--- config.mk ---
export PLATFORM = sky130hd
export DESIGN_NAME = clock_mode_controller
export DESIGN_NICKNAME = d
export VERILOG_FILES = /design/src/rtl/clock_mode_controller.sv
export SDC_FILE = /design/constraint.sdc
export NUM_CORES = 1
export LEC_CHECK = 0
export ABC_AREA = 1
export ABC_CLOCK_PERIOD_IN_PS = 1900
export CAP_MARGIN = 20
export CORE_MARGIN = 2
export CORE_UTILIZATION = 35
export DETAILED_ROUTE_END_ITERATION = 6
export SKIP_LAST_GASP = 1
export SYNTH_ARGS = -nofsm -noshare
export SYNTH_HDL_FRONTEND = slang
export SYNTH_SLANG_ARGS = --single-unit
--- constraint.sdc ---
create_clock -name Clk_1sec -period 1.9 [get_ports Clk_1sec]
set_input_delay 0.38 -clock Clk_1sec [delete_from_list [all_inputs] [get_ports Clk_1sec]]
set_output_delay 0.38 -clock Clk_1sec [all_outputs]
set_load 0.01 [all_outputs]
--- src/rtl/clock_mode_controller.sv ---
// Button-driven mode/settings sequencer for digital_clock: time edit, alarm edit and stopwatch
// control, with staged edits committed on confirmation and abandoned after an idle timeout.
module clock_mode_controller #(
  parameter int unsigned TIMEOUT_CYCLES = 30,
  parameter int unsigned ALARM_RST_HOUR = 12
) (
  input  logic       Clk_1sec,
  input  logic       reset_in,
  input  logic       mode_btn_in,
  input  logic       next_btn_in,
  input  logic       up_btn_in,
  input  logic [3:0] hours_in,
  input  logic [5:0] minutes_in,
  input  logic       am_pm_in,
  output logic       set_time_out,
  output logic [3:0] set_hour_out,
  output logic [5:0] set_minute_out,
  output logic       set_ampm_out,
  output logic [3:0] alarm_hour_out,
  output logic [5:0] alarm_minute_out,
  output logic       alarm_ampm_out,
  output logic       stopwatch_on_out,
  output logic       stopwatch_reset_out,
  output logic [3:0] edit_hour_out,
  output logic [5:0] edit_minute_out,
  output logic       edit_ampm_out,
  output logic [2:0] mode_out
);

  localparam int unsigned CntW = $clog2(TIMEOUT_CYCLES + 1);
  localparam logic [CntW-1:0] CntLast = CntW'(TIMEOUT_CYCLES - 1);
  localparam logic [3:0] AlarmRstHour = 4'(ALARM_RST_HOUR);

  typedef enum logic [2:0] {
    StIdle  = 3'd0,
    StTHour = 3'd1,
    StTMin  = 3'd2,
    StTAmpm = 3'd3,
    StAHour = 3'd4,
    StAMin  = 3'd5,
    StAAmpm = 3'd6,
    StSw    = 3'd7
  } state_e;

  state_e          state_q, state_d;
  logic [CntW-1:0] cnt_q, cnt_d;
  logic            set_time_q, set_time_d;
  logic [3:0]      set_hour_q, set_hour_d;
  logic [5:0]      set_minute_q, set_minute_d;
  logic            set_ampm_q, set_ampm_d;
  logic [3:0]      alarm_hour_q, alarm_hour_d;
  logic [5:0]      alarm_minute_q, alarm_minute_d;
  logic            alarm_ampm_q, alarm_ampm_d;
  logic            sw_on_q, sw_on_d;
  logic            sw_rst_q, sw_rst_d;
  logic [3:0]      edit_hour_q, edit_hour_d;
  logic [5:0]      edit_minute_q, edit_minute_d;
  logic            edit_ampm_q, edit_ampm_d;

  logic is_time_grp, is_hour_fld, is_min_fld;

  // Out-of-range hours (0, 13..15) also restart at 1.
  function automatic logic [3:0] next_hour(input logic [3:0] h);
    return (h >= 4'd12 || h == 4'd0) ? 4'd1 : h + 4'd1;
  endfunction

  function automatic logic [5:0] next_minute(input logic [5:0] m);
    return (m >= 6'd59) ? 6'd0 : m + 6'd1;
  endfunction

  assign is_time_grp = (state_q == StTHour) || (state_q == StTMin) || (state_q == StTAmpm);
  assign is_hour_fld = (state_q == StTHour) || (state_q == StAHour);
  assign is_min_fld  = (state_q == StTMin) || (state_q == StAMin);

  always_comb begin
    state_d        = state_q;
    cnt_d          = '0;
    set_time_d     = 1'b0;
    sw_rst_d       = 1'b0;
    set_hour_d     = set_hour_q;
    set_minute_d   = set_minute_q;
    set_ampm_d     = set_ampm_q;
    alarm_hour_d   = alarm_hour_q;
    alarm_minute_d = alarm_minute_q;
    alarm_ampm_d   = alarm_ampm_q;
    sw_on_d        = sw_on_q;
    edit_hour_d    = edit_hour_q;
    edit_minute_d  = edit_minute_q;
    edit_ampm_d    = edit_ampm_q;

    unique case (state_q)
      StIdle: begin
        if (mode_btn_in) begin
          state_d       = StTHour;
          edit_hour_d   = hours_in;
          edit_minute_d = minutes_in;
          edit_ampm_d   = am_pm_in;
        end
      end
      StSw: begin
        if (mode_btn_in) begin
          state_d = StIdle;
        end else if (next_btn_in) begin
          sw_rst_d = 1'b1;
        end else if (up_btn_in) begin
          sw_on_d = ~sw_on_q;
        end
      end
      default: begin
        // Edit states: the counter only advances on cycles with no button activity.
        if (mode_btn_in) begin
          if (is_time_grp) begin
            state_d       = StAHour;
            edit_hour_d   = alarm_hour_q;
            edit_minute_d = alarm_minute_q;
            edit_ampm_d   = alarm_ampm_q;
          end else begin
            state_d = StSw;
          end
        end else if (next_btn_in) begin
          case (state_q)
            StTHour: state_d = StTMin;
            StTMin:  state_d = StTAmpm;
            StAHour: state_d = StAMin;
            StAMin:  state_d = StAAmpm;
            StTAmpm: begin
              state_d      = StIdle;
              set_time_d   = 1'b1;
              set_hour_d   = edit_hour_q;
              set_minute_d = edit_minute_q;
              set_ampm_d   = edit_ampm_q;
            end
            StAAmpm: begin
              state_d        = StIdle;
              alarm_hour_d   = edit_hour_q;
              alarm_minute_d = edit_minute_q;
              alarm_ampm_d   = edit_ampm_q;
            end
            default: state_d = StIdle;
          endcase
        end else if (up_btn_in) begin
          if (is_hour_fld) begin
            edit_hour_d = next_hour(edit_hour_q);
          end else if (is_min_fld) begin
            edit_minute_d = next_minute(edit_minute_q);
          end else begin
            edit_ampm_d = ~edit_ampm_q;
          end
        end else if (cnt_q == CntLast) begin
          state_d = StIdle;
        end else begin
          cnt_d = cnt_q + 1'b1;
        end
      end
    endcase
  end

  always_ff @(posedge Clk_1sec or negedge reset_in) begin
    if (!reset_in) begin
      state_q        <= StIdle;
      cnt_q          <= '0;
      set_time_q     <= 1'b0;
      set_hour_q     <= 4'd12;
      set_minute_q   <= 6'd0;
      set_ampm_q     <= 1'b0;
      alarm_hour_q   <= AlarmRstHour;
      alarm_minute_q <= 6'd0;
      alarm_ampm_q   <= 1'b0;
      sw_on_q        <= 1'b0;
      sw_rst_q       <= 1'b0;
      edit_hour_q    <= 4'd12;
      edit_minute_q  <= 6'd0;
      edit_ampm_q    <= 1'b0;
    end else begin
      state_q        <= state_d;
      cnt_q          <= cnt_d;
      set_time_q     <= set_time_d;
      set_hour_q     <= set_hour_d;
      set_minute_q   <= set_minute_d;
      set_ampm_q     <= set_ampm_d;
      alarm_hour_q   <= alarm_hour_d;
      alarm_minute_q <= alarm_minute_d;
      alarm_ampm_q   <= alarm_ampm_d;
      sw_on_q        <= sw_on_d;
      sw_rst_q       <= sw_rst_d;
      edit_hour_q    <= edit_hour_d;
      edit_minute_q  <= edit_minute_d;
      edit_ampm_q    <= edit_ampm_d;
    end
  end

  assign set_time_out        = set_time_q;
  assign set_hour_out        = set_hour_q;
  assign set_minute_out      = set_minute_q;
  assign set_ampm_out        = set_ampm_q;
  assign alarm_hour_out      = alarm_hour_q;
  assign alarm_minute_out    = alarm_minute_q;
  assign alarm_ampm_out      = alarm_ampm_q;
  assign stopwatch_on_out    = sw_on_q;
  assign stopwatch_reset_out = sw_rst_q;
  assign edit_hour_out       = edit_hour_q;
  assign edit_minute_out     = edit_minute_q;
  assign edit_ampm_out       = edit_ampm_q;
  assign mode_out            = state_q;

endmodule

== Word-level counts from Yosys, hierarchy flattened ==
Cells that the tools add are included.
Operators by class
  add/sub/neg operators: 3
  order comparisons: 2
  eq/ne operators: 15
  muxes and demuxes: 46
  bitwise operators: 6
  reduce and logical (&&, ||, !) cells: 19
Operators by type and width (number)
  6-bit 2-to-1 mux: 8
  4-bit 2-to-1 mux: 7
  5-bit 2-to-1 mux: 5
  3-bit 2-to-1 mux: 6
  4-bit AND reduction: 4
  1-bit 2-to-1 mux: 14
  7-bit AND reduction: 2
  3-bit equality test (second input constant): 4
  3-bit case mux with 4 select lines: 1
  6-bit case mux with 2 select lines: 1
  2-bit inequality test (second input constant): 5
  4-bit case mux with 2 select lines: 1
  6-bit by 1-bit adder with 6-bit output (second input constant): 1
  3-bit by 2-bit equality test with 1-bit output (second input constant): 2
  6-bit greater-or-equal comparator (second input constant): 1
  1-bit inverter: 6
  3-bit case mux with 2 select lines: 1
  6-bit AND reduction: 1
  2-bit nonzero test: 3
  5-bit by 1-bit adder with 5-bit output (second input constant): 1
  5-bit equality test (second input constant): 1
  1-bit logical OR: 5
  4-bit by 1-bit adder with 4-bit output (second input constant): 1
  4-bit greater-or-equal comparator (second input constant): 1
  other kinds (9): 9
Storage, ports and cells
  flip-flop bits (word level): 44
  output and inout port bits: 39
  logic and storage cells: 105

== Depth between registers and ports, before layout ==
Gate-level depths: netlist of the first run.
  depth in word-level cells: 8
  gate-level depth with buffers: 11

== Worst setup path before layout of the first run ==
Ideal clock, no wire load.
  kind: register to register
  start: register edit_minute_q[0] (netlist: edit_minute_out[0])
  end: register edit_minute_q[5] (netlist: edit_minute_out[5])
  setup time: 65 ps
  arrival: 1282 ps
  required time: 1835 ps
  path slack: 553 ps
  stages on the path, launching flop included: 9
  buffers on the path: 0
  clock period less this slack: 1347 ps
  cell sequence: dfrtp_1 > ha_1 > nor2_1 > nor2_1 > nor2_1 > nand2_1 > nand2_1 > nand3_1 > nand2_1
On the way
  cells in the longest elaborated chain, start to end: 8
  elaborated cells between the ends (all ways): 9
  classes of those cells: add/sub (1); order compare (1); mux (7)
RTL lines
  start, declared: RTL line 57  | logic [5:0] edit_minute_q, edit_minute_d;
  start signal, assigned: RTL line 187  | edit_minute_q <= edit_minute_d;
  6-bit by 1-bit adder with 6-bit output / 6-bit greater-or-equal comparator (equally long branches): RTL line 68  | return (m >= 6'd59) ? 6'd0 : m + 6'd1;
  6-bit 2-to-1 mux (*): RTL line 68
  6-bit 2-to-1 mux (*): RTL line 144  | end else if (is_min_fld) begin
  6-bit 2-to-1 mux (*): RTL line 142  | if (is_hour_fld) begin
  6-bit 2-to-1 mux (*): RTL line 141  | end else if (up_btn_in) begin
  6-bit 2-to-1 mux (*): RTL line 120  | end else if (next_btn_in) begin
  6-bit 2-to-1 mux (*): RTL line 111  | if (mode_btn_in) begin
  6-bit case mux with 2 select lines (*): RTL line 91  | unique case (state_q)
Every way passes the cells marked *; elsewhere a longest branch is shown, timed or not. The select of a mux whose other input is x is not followed.
A chain may end at the register's enable or synchronous reset.

== Worst setup path after layout of the first run ==
  start: register edit_hour_q[2] (netlist: edit_hour_out[2])
  end: output edit_hour_out[2]
RTL lines
  start, declared: RTL line 56  | logic [3:0] edit_hour_q, edit_hour_d;
  start signal, assigned: RTL line 186  | edit_hour_q <= edit_hour_d;
  end, declared: RTL line 24  | output logic [3:0] edit_hour_out,
No word-level cell between the ends.

==> reports/results.txt, run 1 <==
The longest clock path from root to sink contains 2 buffers. The library cell used most frequently in the layout, excluding fill and tap cells, is nand2_1. The tools report the net load switching power as 1.94 mW. 0 antenna diodes ended up in the layout. The die is 86.5 microns tall. The post-route worst hold slack is -5.04 ps.

The maximum level of the CTS H-tree is 2, and the maximum number of pins on one net before global-route repair is 24. Initial core utilization: 35.6%. The number of setup buffers added after CTS is 0.

On the critical path, the stage with the largest delay is an instance of dfstp_2. Total grt overflow: 0. In this run switching power makes up 40.9% of total power. The buffer and inverter count on the worst path works out to 1. During placement, the flow inserted port buffers numbering 54. For the pin with the worst max-slew slack, the measured transition is 404 ps. The leakage power is 1.49 nW. The total number of vias is 2085, and the TritonCTS sink count is 44. The relative area change from synthesis to final layout is 31.5%.

The library cells used most frequently in the layout, excluding fill and tap cells, are nand2_1, clkdlybuf4s50_1, dfrtp_1, nor2_1, o21ai_1. The later pin in the worst-skew pair is clocked with a latency of 300 ps. TritonCTS built the clock tree. The flow ran to the end, but the final reports show violations.

The run gives 5.61 mm as the total length of routed wires. Per report_power, the sequential group accounts for 36.0% of the total. The detailed router's first-iteration violation count was 128; the number of buffers inserted for hold repair after clock tree synthesis was 0. The first global-routing pass estimated 9.63 mm of wire. The smallest clock period supported by the final layout is computed as 1840 ps.

At the end of routability-driven placement, the weighted congestion stood at 0.819. The post-synthesis instance total is 307. Of the cells placed in the final design, the portion with a size suffix greater than 1 is 11.5%.

The worst setup path category is register to output pin. By area the synthesized netlist is led by dfrtp_1, nand2_1, dfstp_2. The clock-pin slew on the worst setup and hold paths is 90 ps, and the number of max-slew violations in the final report is 0. In this design, the largest share of critical-path delay is due to flip-flops.

Per report_power, the clock group accounts for 15.7% of the total. The synthesized cell area is 2380 sq um. Path category of the worst min-delay check: input pin to async pin. The run gives 1520 ps as the endpoint required time on the critical path. Setup repair after global routing left no endpoint under its margin. The biggest fanout along the worst timing path works out to 6.

The tools report the critical path endpoint category as an output pin. The initialized floorplan defines 30 standard-cell rows. The tools report the final setup TNS as 0 ps. The final HPWL from detailed placement is 4.41 mm, and the sequential area share after synthesis is 46.6%. Dividing the detail-routed via count by the number of cells gives 4.69. The final-report setup violation count came out at 0. Cell internal power was estimated by the tool at 2.81 mW. The tools report the root buffer cell as clkbuf_8.

Before antenna repair, the detailed router went through 5 iterations. The total clock buffers created by CTS was 5; the die outline width was 86.5 microns. The post-synthesis average cell area came out at 7.76 sq um. Dividing the final minimum period by the clock period gives 96.8%. The run gives 46.9% as the final core utilization.

The count of unresolved DRC violations after routing was 0; the data arrival time of the critical path was 1460 ps. Post-CTS repair changed the size of 0 cells. The flop and latch count out of synthesis is 44, and the wire length per cell is 12.6 microns. The highest achievable clock rate is 544 MHz. The net count of the finished layout is 385. The power density over the cells is 1520 nW/um^2. The number of synthesis warnings was 0; the fraction of post-synthesis cell area in the top cell type by area was 39.9%. For the number of antenna violations at the first check in global routing, the log shows 0.

dfrtp_1 takes more of the synthesized area than any other cell. On the worst path, the slowest cell contributes a delay of 610 ps. The floorplan step defined a die boundary enclosing 7480 sq um. The netlist uses 28 different library cells. Headroom to the max-slew limit came out at 73.0%. The core region is 6680 sq um.

The final-report hold violation count is 7, and the combinational fraction of design power is 48.3%. The logs give 0 for the count of maximum capacitance violations and 328 for the net count after synthesis. The count of nets left with antenna violations once routing finished came out at 0.

The worst ir drop on vdd was 0.721 mV. Traced cell by cell, the critical path runs through clkdlybuf4s50_1. In the global route stage, overall resource usage came out at 16.3%. The worst setup path is launched from a register. Across the routed clock network, the largest skew measured is 8.80 ps. The number of global-route vias before repair is 1945. The final reports fail on hold timing. The register-to-register setup slack came out at 380 ps. The layout has 673 filler cells. The run gives 55 as the total I/O pin count.
stage by stage:
step / std cells / instance area (sq um) / setup slack [ps] / total power [mW]
floorplan: 307 / 2380 / 553 / 3.01
global placement: 437 / 3020 / 103 / 4.00
detailed placement: 437 / 3020 / 61.8 / 4.04
CTS: 445 / 3130 / 59.1 / 4.80
global route: 445 / 3130 / 4.51 / 5.18
finish: 445 / 3130 / 61.0 / 4.75
state kept, by name, indices dropped and copies added (netlist names), 3 cells and up:
signal	flops
edit_hour_out	4
alarm_hour_out	4
cnt_q	5
set_minute_out	6
set_hour_out	4
mode_out	3
alarm_minute_out	6
edit_minute_out	6
synthesized netlist by cell type (all sizes together):
cell and n:
nand2 116, dfrtp 38, o21ai 33, nor2 30, inv 26, nand3 19
buf 11, a21oi 7, or2 7, dfstp 6, ha 5, xor2 4
nand4 3, a22oi 1, xnor2 1
logic make-up after synthesis:
family	Yosys count	synth area share [%]
buffers and inverters	37	7.41
AOI/OAI and AO/OA	41	8.88
adders and majority gates	5	2.63
DFF	44	46.6
xor gates and xnor gates	5	1.84
and+or+nand+nor	175	32.7
power by group through the flow:
| stage | clock (mW) | sequential (mW) | combinational [mW] |
|---|---|---|---|
| finish | 0.744 | 1.71 | 2.30 |
| global route | 0.809 | 1.78 | 2.59 |
| CTS | 0.767 | 1.72 | 2.32 |
| detailed placement | 0 | 1.73 | 2.31 |
| global placement | 0 | 1.72 | 2.28 |
| floorplan | 0 | 1.77 | 1.23 |
path summary, 6_finish.rpt:
kind / from / end / cells after the start
worst min register to register: stopwatch_on_out / stopwatch_on_out / 1
min in group Clk_1sec: stopwatch_on_out / stopwatch_on_out / 1
worst max-delay path: edit_hour_out[2] / edit_hour_out[2] / 1
worst max register to register: edit_minute_out[0] / edit_minute_out[4] / 8
max in group asynchronous: reset_in / edit_hour_out[2] / 2
worst min-delay path: reset_in / set_hour_out[1] / 1
final cells by class:
class / instances / area [sq um] / area share [%]
tap: 80 / 100 / 3.20
clock inverter: 3 / 47.5 / 1.52
inverter: 26 / 97.6 / 3.12
sequential: 44 / 1110 / 35.4
clock buffer: 5 / 68.8 / 2.20
timing repair buffer: 61 / 613 / 19.6
multi-input combinational: 226 / 1100 / 35.0
routing by layer:
metal  global-route usage [%]  vias to the layer above  wire [microns]
met4                     4.26                        0              47
met3                     2.57                        4             225
met2                     24.7                       55            2510
met1                     24.2                      949            2830
li1                         -                     1077               -
met5                        0                        -               0
(Power assumes the default switching activity.)
==> inputs of run 2 (changes only) <==
- CTS_CLUSTER_SIZE: default -> 40
==> results of run 2 <==
Final layout, timing and power as in run 1 (identical DEF).
